File: src/rtl/lcd_resp_pkg.sv
// Shared types and constants for the HD44780 bus responder: FSM states,
// opcode masks, the blank character and DDRAM line bases.
package lcd_resp_pkg;

    typedef enum logic [1:0] {
        ST_IDLE = 2'd0,
        ST_EXEC = 2'd1,
        ST_CLR  = 2'd2,
        ST_BUSY = 2'd3
    } state_e;

    localparam logic [7:0] BLANK      = 8'h20;
    localparam logic [6:0] LINE0_BASE = 7'h00;
    localparam logic [6:0] LINE1_BASE = 7'h40;

    localparam logic [7:0] OP_CLEAR   = 8'h01;
    localparam logic [7:0] OP_HOME    = 8'h02;
    localparam logic [7:0] OP_ENTRY   = 8'h04;
    localparam logic [7:0] OP_DISPLAY = 8'h08;
    localparam logic [7:0] OP_SHIFT   = 8'h10;
    localparam logic [7:0] OP_FUNC    = 8'h60;
    localparam logic [7:0] OP_DDRAM   = 8'h80;

    typedef struct packed {
        logic       valid;
        logic [4:0] idx;
    } ddram_map_t;

    // Each visible line is 16 cells, so only the upper three address bits
    // select the line; the low nibble is the column.
    function automatic ddram_map_t map_ddram(input logic [6:0] addr);
        ddram_map_t m;
        m.valid = 1'b0;
        m.idx   = 5'd0;
        if (addr[6:4] == LINE0_BASE[6:4]) begin
            m.valid = 1'b1;
            m.idx   = {1'b0, addr[3:0]};
        end else if (addr[6:4] == LINE1_BASE[6:4]) begin
            m.valid = 1'b1;
            m.idx   = {1'b1, addr[3:0]};
        end
        return m;
    endfunction

    function automatic logic [4:0] cursor_step(input logic [4:0] c, input logic up);
        return up ? c + 5'd1 : c - 5'd1;
    endfunction

endpackage

File: src/rtl/lcd_busy_timer.sv
// Busy countdown: load a cycle count, decrement while counting, and flag
// the final counting cycle so the FSM can leave BUSY after exactly N cycles.
module lcd_busy_timer #(
    parameter int W = 11
) (
    input  logic         clk,
    input  logic         rst,
    input  logic         load,
    input  logic         count,
    input  logic [W-1:0] load_val,
    output logic         done
);

    logic [W-1:0] cnt_q;
    logic [W-1:0] cnt_d;

    always_comb begin
        cnt_d = cnt_q;
        if (load) begin
            cnt_d = load_val;
        end else if (count && cnt_q != '0) begin
            cnt_d = cnt_q - 1'b1;
        end
    end

    always_ff @(posedge clk) begin
        if (!rst) begin
            cnt_q <= '0;
        end else begin
            cnt_q <= cnt_d;
        end
    end

    // A zero load still terminates instead of stalling in BUSY.
    assign done = count && (cnt_q <= W'(1));

endmodule

File: src/rtl/lcd_hd44780_responder.sv
// Behavioural HD44780 bus responder holding a 32-cell character buffer.
// Define LCD_RESP_READ_EN to enable busy-flag and data read-back.
module lcd_hd44780_responder
    import lcd_resp_pkg::*;
#(
    parameter int BUSY_CYC  = 40,
    parameter int CLEAR_CYC = 1640
) (
    input  logic       clk,
    input  logic       rst,
    input  logic [7:0] lcd_data,
    input  logic       lcd_rs,
    input  logic       lcd_rw,
    input  logic       lcd_en,
    input  logic       lcd_on,
    output logic [7:0] lcd_dout,
    output logic       lcd_dout_oe,
    output logic       busy,
    output logic [4:0] cursor,
    output logic       disp_on,
    input  logic [4:0] rd_addr,
    output logic [7:0] rd_char,
    output logic       cmd_err
);

    localparam int CW = $clog2(CLEAR_CYC + 1);
    localparam logic [CW-1:0] BUSY_LD = CW'(BUSY_CYC);
    localparam logic [CW-1:0] CLR_LD  = CW'(CLEAR_CYC);

    state_e     state_q, state_d;
    logic [4:0] cursor_q, cursor_d;
    logic       inc_q, inc_d;
    logic       disp_q, disp_d;
    logic       err_q, err_d;
    logic       busy_q, busy_d;
    logic [4:0] clr_idx_q, clr_idx_d;
    logic       en_q, en_d;
    logic [7:0] data_s_q, data_s_d;
    logic       rs_s_q, rs_s_d;
    logic       rw_s_q, rw_s_d;
    logic [7:0] mem_q [32];

    logic          xfer;
    logic          buf_we;
    logic [4:0]    buf_wa;
    logic [7:0]    buf_wd;
    logic          tmr_load;
    logic [CW-1:0] tmr_load_val;
    logic          tmr_done;
    ddram_map_t    dm;

    lcd_busy_timer #(.W(CW)) u_timer (
        .clk      (clk),
        .rst      (rst),
        .load     (tmr_load),
        .count    (state_q == ST_BUSY),
        .load_val (tmr_load_val),
        .done     (tmr_done)
    );

    assign xfer = en_q & ~lcd_en & lcd_on;

    always_comb begin
        en_d     = lcd_en;
        data_s_d = lcd_en ? lcd_data : data_s_q;
        rs_s_d   = lcd_en ? lcd_rs : rs_s_q;
        rw_s_d   = lcd_en ? lcd_rw : rw_s_q;

        state_d      = state_q;
        cursor_d     = cursor_q;
        inc_d        = inc_q;
        disp_d       = disp_q;
        err_d        = err_q;
        clr_idx_d    = clr_idx_q;
        tmr_load     = 1'b0;
        tmr_load_val = BUSY_LD;
        buf_we       = 1'b0;
        buf_wa       = cursor_q;
        buf_wd       = data_s_q;
        dm           = map_ddram(data_s_q[6:0]);

        // Busy-flag polls are the one transfer the bus may legally make mid-execution.
        if (xfer && state_q != ST_IDLE) begin
`ifdef LCD_RESP_READ_EN
            if (!(rw_s_q && !rs_s_q)) err_d = 1'b1;
`else
            err_d = 1'b1;
`endif
        end

        case (state_q)
            ST_IDLE: begin
                if (xfer) begin
                    if (rw_s_q) begin
`ifdef LCD_RESP_READ_EN
                        if (rs_s_q) cursor_d = cursor_step(cursor_q, inc_q);
`else
                        err_d = 1'b1;
`endif
                    end else if (!rs_s_q && data_s_q == OP_CLEAR) begin
                        state_d   = ST_CLR;
                        cursor_d  = 5'd0;
                        inc_d     = 1'b1;
                        clr_idx_d = 5'd0;
                    end else begin
                        state_d = ST_EXEC;
                    end
                end
            end
            ST_EXEC: begin
                state_d  = ST_BUSY;
                tmr_load = 1'b1;
                if (rs_s_q) begin
                    buf_we   = 1'b1;
                    cursor_d = cursor_step(cursor_q, inc_q);
                end else if (|(data_s_q & OP_DDRAM)) begin
                    if (dm.valid) cursor_d = dm.idx;
                    else          err_d    = 1'b1;
                end else if (|(data_s_q & OP_FUNC)) begin
                    state_d = ST_BUSY;
                end else if (|(data_s_q & OP_SHIFT)) begin
                    if (!data_s_q[3]) cursor_d = cursor_step(cursor_q, data_s_q[2]);
                end else if (|(data_s_q & OP_DISPLAY)) begin
                    disp_d = data_s_q[2];
                end else if (|(data_s_q & OP_ENTRY)) begin
                    inc_d = data_s_q[1];
                end else if (|(data_s_q & OP_HOME)) begin
                    cursor_d     = 5'd0;
                    tmr_load_val = CLR_LD;
                end
            end
            ST_CLR: begin
                buf_we    = 1'b1;
                buf_wa    = clr_idx_q;
                buf_wd    = BLANK;
                clr_idx_d = clr_idx_q + 5'd1;
                if (clr_idx_q == 5'd31) begin
                    state_d      = ST_BUSY;
                    tmr_load     = 1'b1;
                    tmr_load_val = CLR_LD;
                end
            end
            ST_BUSY: begin
                if (tmr_done) state_d = ST_IDLE;
            end
            default: state_d = ST_IDLE;
        endcase

        busy_d = (state_d != ST_IDLE);
    end

    always_ff @(posedge clk) begin
        if (!rst) begin
            state_q   <= ST_IDLE;
            cursor_q  <= 5'd0;
            inc_q     <= 1'b1;
            disp_q    <= 1'b0;
            err_q     <= 1'b0;
            busy_q    <= 1'b0;
            clr_idx_q <= 5'd0;
            en_q      <= 1'b0;
            data_s_q  <= 8'h00;
            rs_s_q    <= 1'b0;
            rw_s_q    <= 1'b0;
        end else begin
            state_q   <= state_d;
            cursor_q  <= cursor_d;
            inc_q     <= inc_d;
            disp_q    <= disp_d;
            err_q     <= err_d;
            busy_q    <= busy_d;
            clr_idx_q <= clr_idx_d;
            en_q      <= en_d;
            data_s_q  <= data_s_d;
            rs_s_q    <= rs_s_d;
            rw_s_q    <= rw_s_d;
        end
    end

    // Buffer is deliberately not reset; a reset only blocks the pending write.
    always_ff @(posedge clk) begin
        if (rst && buf_we) begin
            mem_q[buf_wa] <= buf_wd;
        end
    end

`ifdef LCD_RESP_READ_EN
    logic [7:0] dout_q, dout_d;
    logic       oe_q, oe_d;

    always_comb begin
        dout_d = 8'h00;
        oe_d   = 1'b0;
        if (lcd_rw && lcd_en) begin
            oe_d   = 1'b1;
            dout_d = lcd_rs ? mem_q[cursor_q] : {busy_q, 2'b00, cursor_q};
        end
    end

    always_ff @(posedge clk) begin
        if (!rst) begin
            dout_q <= 8'h00;
            oe_q   <= 1'b0;
        end else begin
            dout_q <= dout_d;
            oe_q   <= oe_d;
        end
    end

    assign lcd_dout    = dout_q;
    assign lcd_dout_oe = oe_q;
`else
    assign lcd_dout    = 8'h00;
    assign lcd_dout_oe = 1'b0;
`endif

    assign busy    = busy_q;
    assign cursor  = cursor_q;
    assign disp_on = disp_q;
    assign cmd_err = err_q;
    assign rd_char = mem_q[rd_addr];

endmodule

File: config.mk
export PLATFORM = sky130hd
export DESIGN_NAME = lcd_hd44780_responder
export DESIGN_NICKNAME = d
export VERILOG_FILES = /design/src/rtl/lcd_resp_pkg.sv /design/src/rtl/lcd_busy_timer.sv /design/src/rtl/lcd_hd44780_responder.sv
export SDC_FILE = /design/constraint.sdc
export NUM_CORES = 1
export LEC_CHECK = 0
export ABC_AREA = 1
export CAP_MARGIN = 20
export CELL_PAD_IN_SITES_DETAIL_PLACEMENT = 0
export CELL_PAD_IN_SITES_GLOBAL_PLACEMENT = 2
export CORE_UTILIZATION = 43
export DETAILED_ROUTE_END_ITERATION = 8
export PLACE_DENSITY_LB_ADDON = 0.05
export SLEW_MARGIN = 20
export SYNTH_ARGS = -nofsm -noshare
export SYNTH_HDL_FRONTEND = slang
export SYNTH_SLANG_ARGS = --single-unit
File: constraint.sdc
create_clock -name clk -period 3.3 [get_ports clk]
set_input_delay 0.66 -clock clk [delete_from_list [all_inputs] [get_ports clk]]
set_output_delay 0.66 -clock clk [all_outputs]
set_load 0.05 [all_outputs]
* Word level (Yosys, flattened, before mapping)
Memory sizes are Yosys's and may differ from the RTL's.
Index checks and enable logic that the tools add are counted.
** Operators by class
- Bitwise gates (word level) :: 7
- Mux-type cells :: 60
- Equal/unequal tests :: 20
- Add/sub/neg operators :: 4
- $lt $le $gt $ge :: 1
- Reduce and logical (&&, ||, !) cells :: 19
** Operators by type and width (count)
- 11-bit 2-to-1 mux :: 10
- 5-bit 2-to-1 mux :: 15
- 11-bit one-hot mux with 2 select lines :: 1
- 5-bit one-hot mux with 2 select lines :: 2
- 1-bit 2-to-1 mux :: 19
- 2-bit != test, second input constant :: 9
- 6-bit 2-to-1 mux :: 2
- 4-bit != test, second input constant :: 3
- 11-bit by 1-bit <= comparator with 1-bit output, second input constant :: 1
- 11-bit nonzero test :: 1
- 11-bit by 1-bit subtractor with 11-bit output, second input constant :: 1
- 5-bit by 1-bit adder with 5-bit output, second input constant :: 2
- 2-bit 2-to-1 mux :: 5
- 5-bit != test, second input constant :: 2
- 10-bit AND reduction :: 1
- 2-bit nonzero test :: 5
- 9-bit AND reduction :: 1
- 8-bit by 1-bit == test with 1-bit output, second input constant :: 1
- 8-bit 2-to-1 mux :: 1
- 1-bit one-hot mux with 2 select lines :: 4
- 2-bit one-hot mux with 4 select lines :: 1
- 6-bit AND reduction :: 1
- 5-bit == test, second input constant :: 1
- 1-bit logical AND :: 5
- 11 further kinds :: 17
** Storage, ports and cells
- Output and inout port bits :: 25
- Register bits :: 38
- RAM bits :: 256
- Memories :: 1
- Input bits :: 19
- Word-level logic and storage cells :: 124
** Memory list
- mem_q :: words 32, bits a word 8, rd ports 1, clocked after memory_dff 0, write ports 1, line lcd_hd44780_responder.sv:41 : logic [7:0] mem_q [32];

* Longest topological paths before layout
- Depth in word-level cells :: 9
- Depth in mapped cells :: 11

* Cells and area by module
A second synthesis with hierarchy kept.
** Second synthesis, totals
- Cell total of the unflattened synthesis :: 1296
- Area total of the unflattened synthesis :: 13205.2 um^2
** By module, submodules not included
- lcd_hd44780_responder :: cells an instance 1170, area each 12389.4 um^2, instances 1
- lcd_busy_timer :: cells an instance 126, area each 815.8 um^2, instances 1

* Worst setup path before layout
OpenSTA, ideal clock, no wires.
- Path kind :: in2out
- Start point :: input port rd_addr[1]
- End point :: output port rd_char[0]
- Path buffers :: 3
- Arrival time :: 2.214 ns
- Cell stages on the path :: 9
- Setup slack :: 0.426 ns
- Path through :: buf_4 > inv_2 > buf_6 > buf_2 > nand3_1 > nand3_1 > a21oi_1 > nor2_1 > a21oi_1
** On the way
- Cells in the longest elaborated chain, start to end :: 1
** RTL lines
- from (decl) :: line lcd_hd44780_responder.sv:21 : input logic [4:0] rd_addr,
- memory 32 x 8 bit
- to (decl) :: line lcd_hd44780_responder.sv:22 : output logic [7:0] rd_char,
No other way between the ends.

* Worst setup path after layout
- Start point :: input port rd_addr[2]
- End point :: output port rd_char[7]
Same word-level chain as after synthesis.

==> metrics list <==
- In this run the cell area of the synthesized design comes to 13000 µm².
- Total vias in the final route: 9102
- Along the worst path, the maximum fanout reaches 24.
- The number of hold-slack violations in the final timing report was 0.
- Root buf cell: sky130_fd_sc_hd__clkbuf_16
- Counting flops and latches in the post-synthesis netlist gives 294.
* Setup repair bufs after CTS: 0
* Leading cell types by total area after synthesis: sky130_fd_sc_hd__edfxtp_1, sky130_fd_sc_hd__nand2_1, sky130_fd_sc_hd__nand3_1
* Arrival time worst endpoint: 2.45 ns
* Setup-failing EPs final: 0
* Pin count of the biggest net entering global routing: 58
- The tool flagged a number of max-cap violations equal to 0.
- For this design the top-level I/O count stands at 44.
* Crit-path leading delay family: buffers and inverters
* Class of the most critical hold timing path: reg -> reg
- Overall Power: 9.51 mW
* Diode insertion count for antenna repair: 0
- Smallest setup slack after layout: 0.195 ns
* Share of post-route cells with drive strength above 1: 0.107
- First-pass GRT wire length: 51.9 mm
- Post-synth top area share: 0.591
* Achievable Freq: 322 MHz
- The critical path is of the in -> out type.
- In the final design database the tool counted 1380 nets.
* Placement Setup Slack: 0.210 ns
- The synthesized-area fraction occupied by ao, oa, aoi and oai cells is 0.0528.
- The analysis attributes to cell leakage a power of 5.83 nW.
* Num rows: 63
* Clock Sinks: 294
- Final non-filler cell area: 15200 µm²
* Number of antenna violations at the first check in global routing: 0
* Area of combinational cells with multiple inputs: 3960 µm²
* Total global-route track usage: 0.224
- Synth cell types: 36
- Sequential share of the synthesized area: 0.649
- Hold is met by 0.451 ns.
* Combinational family with the most area after synthesis: simple AND/OR/NAND/NOR gates
* Synthesis-to-layout area growth: 16.7%
- Drt first-iter violations: 681
- Setup repair after global routing left no endpoint under its margin.
- Endpoint class of the critical path: primary output
- For this configuration, the core starts out at a cell density of 0.438.
- Avg Vias per Cell: 5.16
- Status: complete, no violations
* CTS H-tree lvls: 2
- The die covers 31000 µm².
- Dividing total power by cell area gives a power density of 627 nW/µm².
- The number of pins exceeding their max-slew limit in the final report was 0.
- TritonCTS built the clock tree.
- Number of placed instances, taps included: 1704
- The worst pin sits at a relative slew slack of 0.453.
- Final weighted congestion in routability-driven placement: 0.800
- In this run the mean area of a mapped cell was 10.1 µm².
- Post-Synth Simple-Gate Area: 0.233
* Clock latency on the worst-skew pair: 0.52 ns
- In this run the tool buffered the top-level ports with 34 buffer cells.
- Critical Path Most Common Cell: sky130_fd_sc_hd__a21oi_1
* CP max stage cell: sky130_fd_sc_hd__clkdlybuf4s50_1
* Hold bufs inserted after CTS: 0
* Number of fillers in the final layout: 2696
- Cells traversed along the worst timing path: clkdlybuf4s50_1 -> buf_4 -> nand3_1 -> a21oi_1 -> nor2_1 -> a21oi_1 -> buf_12
- Of the total synthesized cell area, the portion taken by full adders, half adders and majority gates is 0.0106.
* WL per Instance: 19.0 µm
* HPWL after DPL: 21.4 mm
- Setup clock skew after layout: 0.0261 ns
- Core area: 29700 µm²
* Max clock buf depth: 3
* Worst Max-Slew Pin Slew: 0.819 ns
- Post-detailed-placement cell area: 14100 µm²
* Peak supply drop: 0.558 mV
* Post-route minimum period: 3.11 ns
- The worst setup path is launched from an input pin.
- Total negative slack for setup checks: 0 ns
* Worst Path Buf+Inv: 3
* Fraction of synthesized area in multiplexers: 0
- Clock-pin slew was measured on the worst setup and hold paths at 0.06 ns.
* Remaining DRCs: 0
- Finished Layout Cells: 1763
* Remaining global-route overflow: 0
- After technology mapping, the gate count stands at 1287.
* TritonCTS buffer count: 34
- Final worst path period share: 0.941
- Number of routed nets with antenna violations: 0
- Measured on the finished design, the core utilization comes to 0.511.
- Number of warning messages in the yosys log: 0
- STA puts the critical path data required time at 2.64 ns.
- Of the total synthesized cell area, the portion taken by XOR and XNOR cells is 0.00471.
- First-pass DRT Iterations: 5
* Vias in the first global route: 8560
- The synthesized design spends more area on one cell type than any other, namely sky130_fd_sc_hd__edfxtp_1.
* Die H: 176 µm
- The die is 176 µm wide.
- Resized cells post-CTS: 0
- Flip-flop and latch area: 8450 µm²
- On the worst path, the slowest cell contributes a delay of 0.50 ns.
* Final wirelength: 33.5 mm
cell usage in the layout (no fill, tap or decap), drive strengths merged:
cell | Yosys | layout
nor3 | 3 | 3
bufinv | 0 | 2
conb | 1 | 9
o21bai | 2 | 2
edfxtp | 256 | 256
clkinvlp | 0 | 3
o21ai | 42 | 42
o31ai | 8 | 8
a41oi | 1 | 1
a21oi | 73 | 73
nand3 | 209 | 209
o211ai | 2 | 2
inv | 66 | 66
xnor2 | 1 | 1
clkinv | 1 | 11
nand4 | 7 | 7
ha | 11 | 11
clkdlybuf4s50 | 0 | 24
or2 | 1 | 1
nor2 | 109 | 109
buf | 54 | 68
dfxtp | 38 | 38
clkbuf | 19 | 44
o2111ai | 1 | 1
nand2 | 376 | 376
xor2 | 6 | 6
worst min-delay path, cell delays in order (launching register included):
cell and delay, ns:
sky130_fd_sc_hd__dfxtp_1 0.31, sky130_fd_sc_hd__inv_1 0.05, sky130_fd_sc_hd__a21oi_1 0.05
cell type report:
type                            instances  area share
Clock buffer                           44      0.0627
Clock inverter                         15     0.00882
Inverter                               67      0.0169
Multi-Input combinational cell        861       0.261
Sequential cell                       294       0.557
Tap cell                              390      0.0322
Timing Repair Buffer                   92      0.0617
per-layer routing:
metal  vias up  share of wire  GRT usage
met5         -              0          0
met4         0          0.022     0.0630
met3        46          0.050     0.0329
met2       236           0.49      0.367
met1      4304           0.44      0.311
li1       4516              -          -
cells in the mapped netlist:
cell,n
sky130_fd_sc_hd__ha_1,11
sky130_fd_sc_hd__nand3_1,209
sky130_fd_sc_hd__o21ai_1,4
sky130_fd_sc_hd__buf_1,2
sky130_fd_sc_hd__edfxtp_1,256
sky130_fd_sc_hd__nor2_1,104
sky130_fd_sc_hd__inv_4,1
sky130_fd_sc_hd__nand2_1,367
sky130_fd_sc_hd__nand2_2,3
sky130_fd_sc_hd__or2_2,1
sky130_fd_sc_hd__nor2_4,2
sky130_fd_sc_hd__xnor2_1,1
sky130_fd_sc_hd__clkinv_1,1
sky130_fd_sc_hd__nor2_2,2
sky130_fd_sc_hd__nor3_2,1
sky130_fd_sc_hd__buf_6,2
sky130_fd_sc_hd__o211ai_1,2
sky130_fd_sc_hd__nand4_1,7
sky130_fd_sc_hd__buf_2,34
sky130_fd_sc_hd__dfxtp_1,38
sky130_fd_sc_hd__o31ai_1,8
sky130_fd_sc_hd__xor2_1,6
sky130_fd_sc_hd__buf_4,16
sky130_fd_sc_hd__a41oi_1,1
sky130_fd_sc_hd__inv_2,6
sky130_fd_sc_hd__inv_1,59
sky130_fd_sc_hd__o21bai_1,2
sky130_fd_sc_hd__a21oi_1,72
sky130_fd_sc_hd__a21oi_2,1
sky130_fd_sc_hd__o2111ai_1,1
sky130_fd_sc_hd__o21ai_0,38
sky130_fd_sc_hd__nor3_1,2
sky130_fd_sc_hd__nand2_4,6
sky130_fd_sc_hd__conb_1,1
sky130_fd_sc_hd__clkbuf_1,19
sky130_fd_sc_hd__nor2_8,1
logic make-up after synthesis:
kind of cell,Yosys count
AND/OR/NAND/NOR,705
flip-flops,294
buffers and inverters,140
AO/OA/AOI/OAI,129
adder cells (fa/ha/maj),11
XOR/XNOR,7
other,1
final timing paths:
| check | slack (ns) | cells past startpoint | startpoint | endpoint |
|---|---|---|---|---|
| hold reg to reg | 0.45 | 2 | disp_on$_SDFFE_PN0P_ | disp_on$_SDFFE_PN0P_ |
| hold / removal | 0.45 | 2 | disp_on$_SDFFE_PN0P_ | disp_on$_SDFFE_PN0P_ |
| setup / recovery | 0.19 | 7 | rd_addr[2] | rd_char[7] |
| setup reg to reg | 0.48 | 6 | state_q[0]$_SDFF_PN0_ | mem_q[9][2]$_DFFE_PP_ |
registers in the layout, indices dropped and copies added (netlist names), 2 cells and up:
signal / count
mem_q: 256
u_timer.cnt_q: 11
cursor: 5
state_q: 2
clr_idx_q: 5
data_s_q: 8
where the power goes:
part           internal, mW  switching [mW]
clock network          2.19            1.45
logic                 0.478            1.09
registers              4.22          0.0787
total                  6.89            2.62
(Power assumes the default switching activity.)
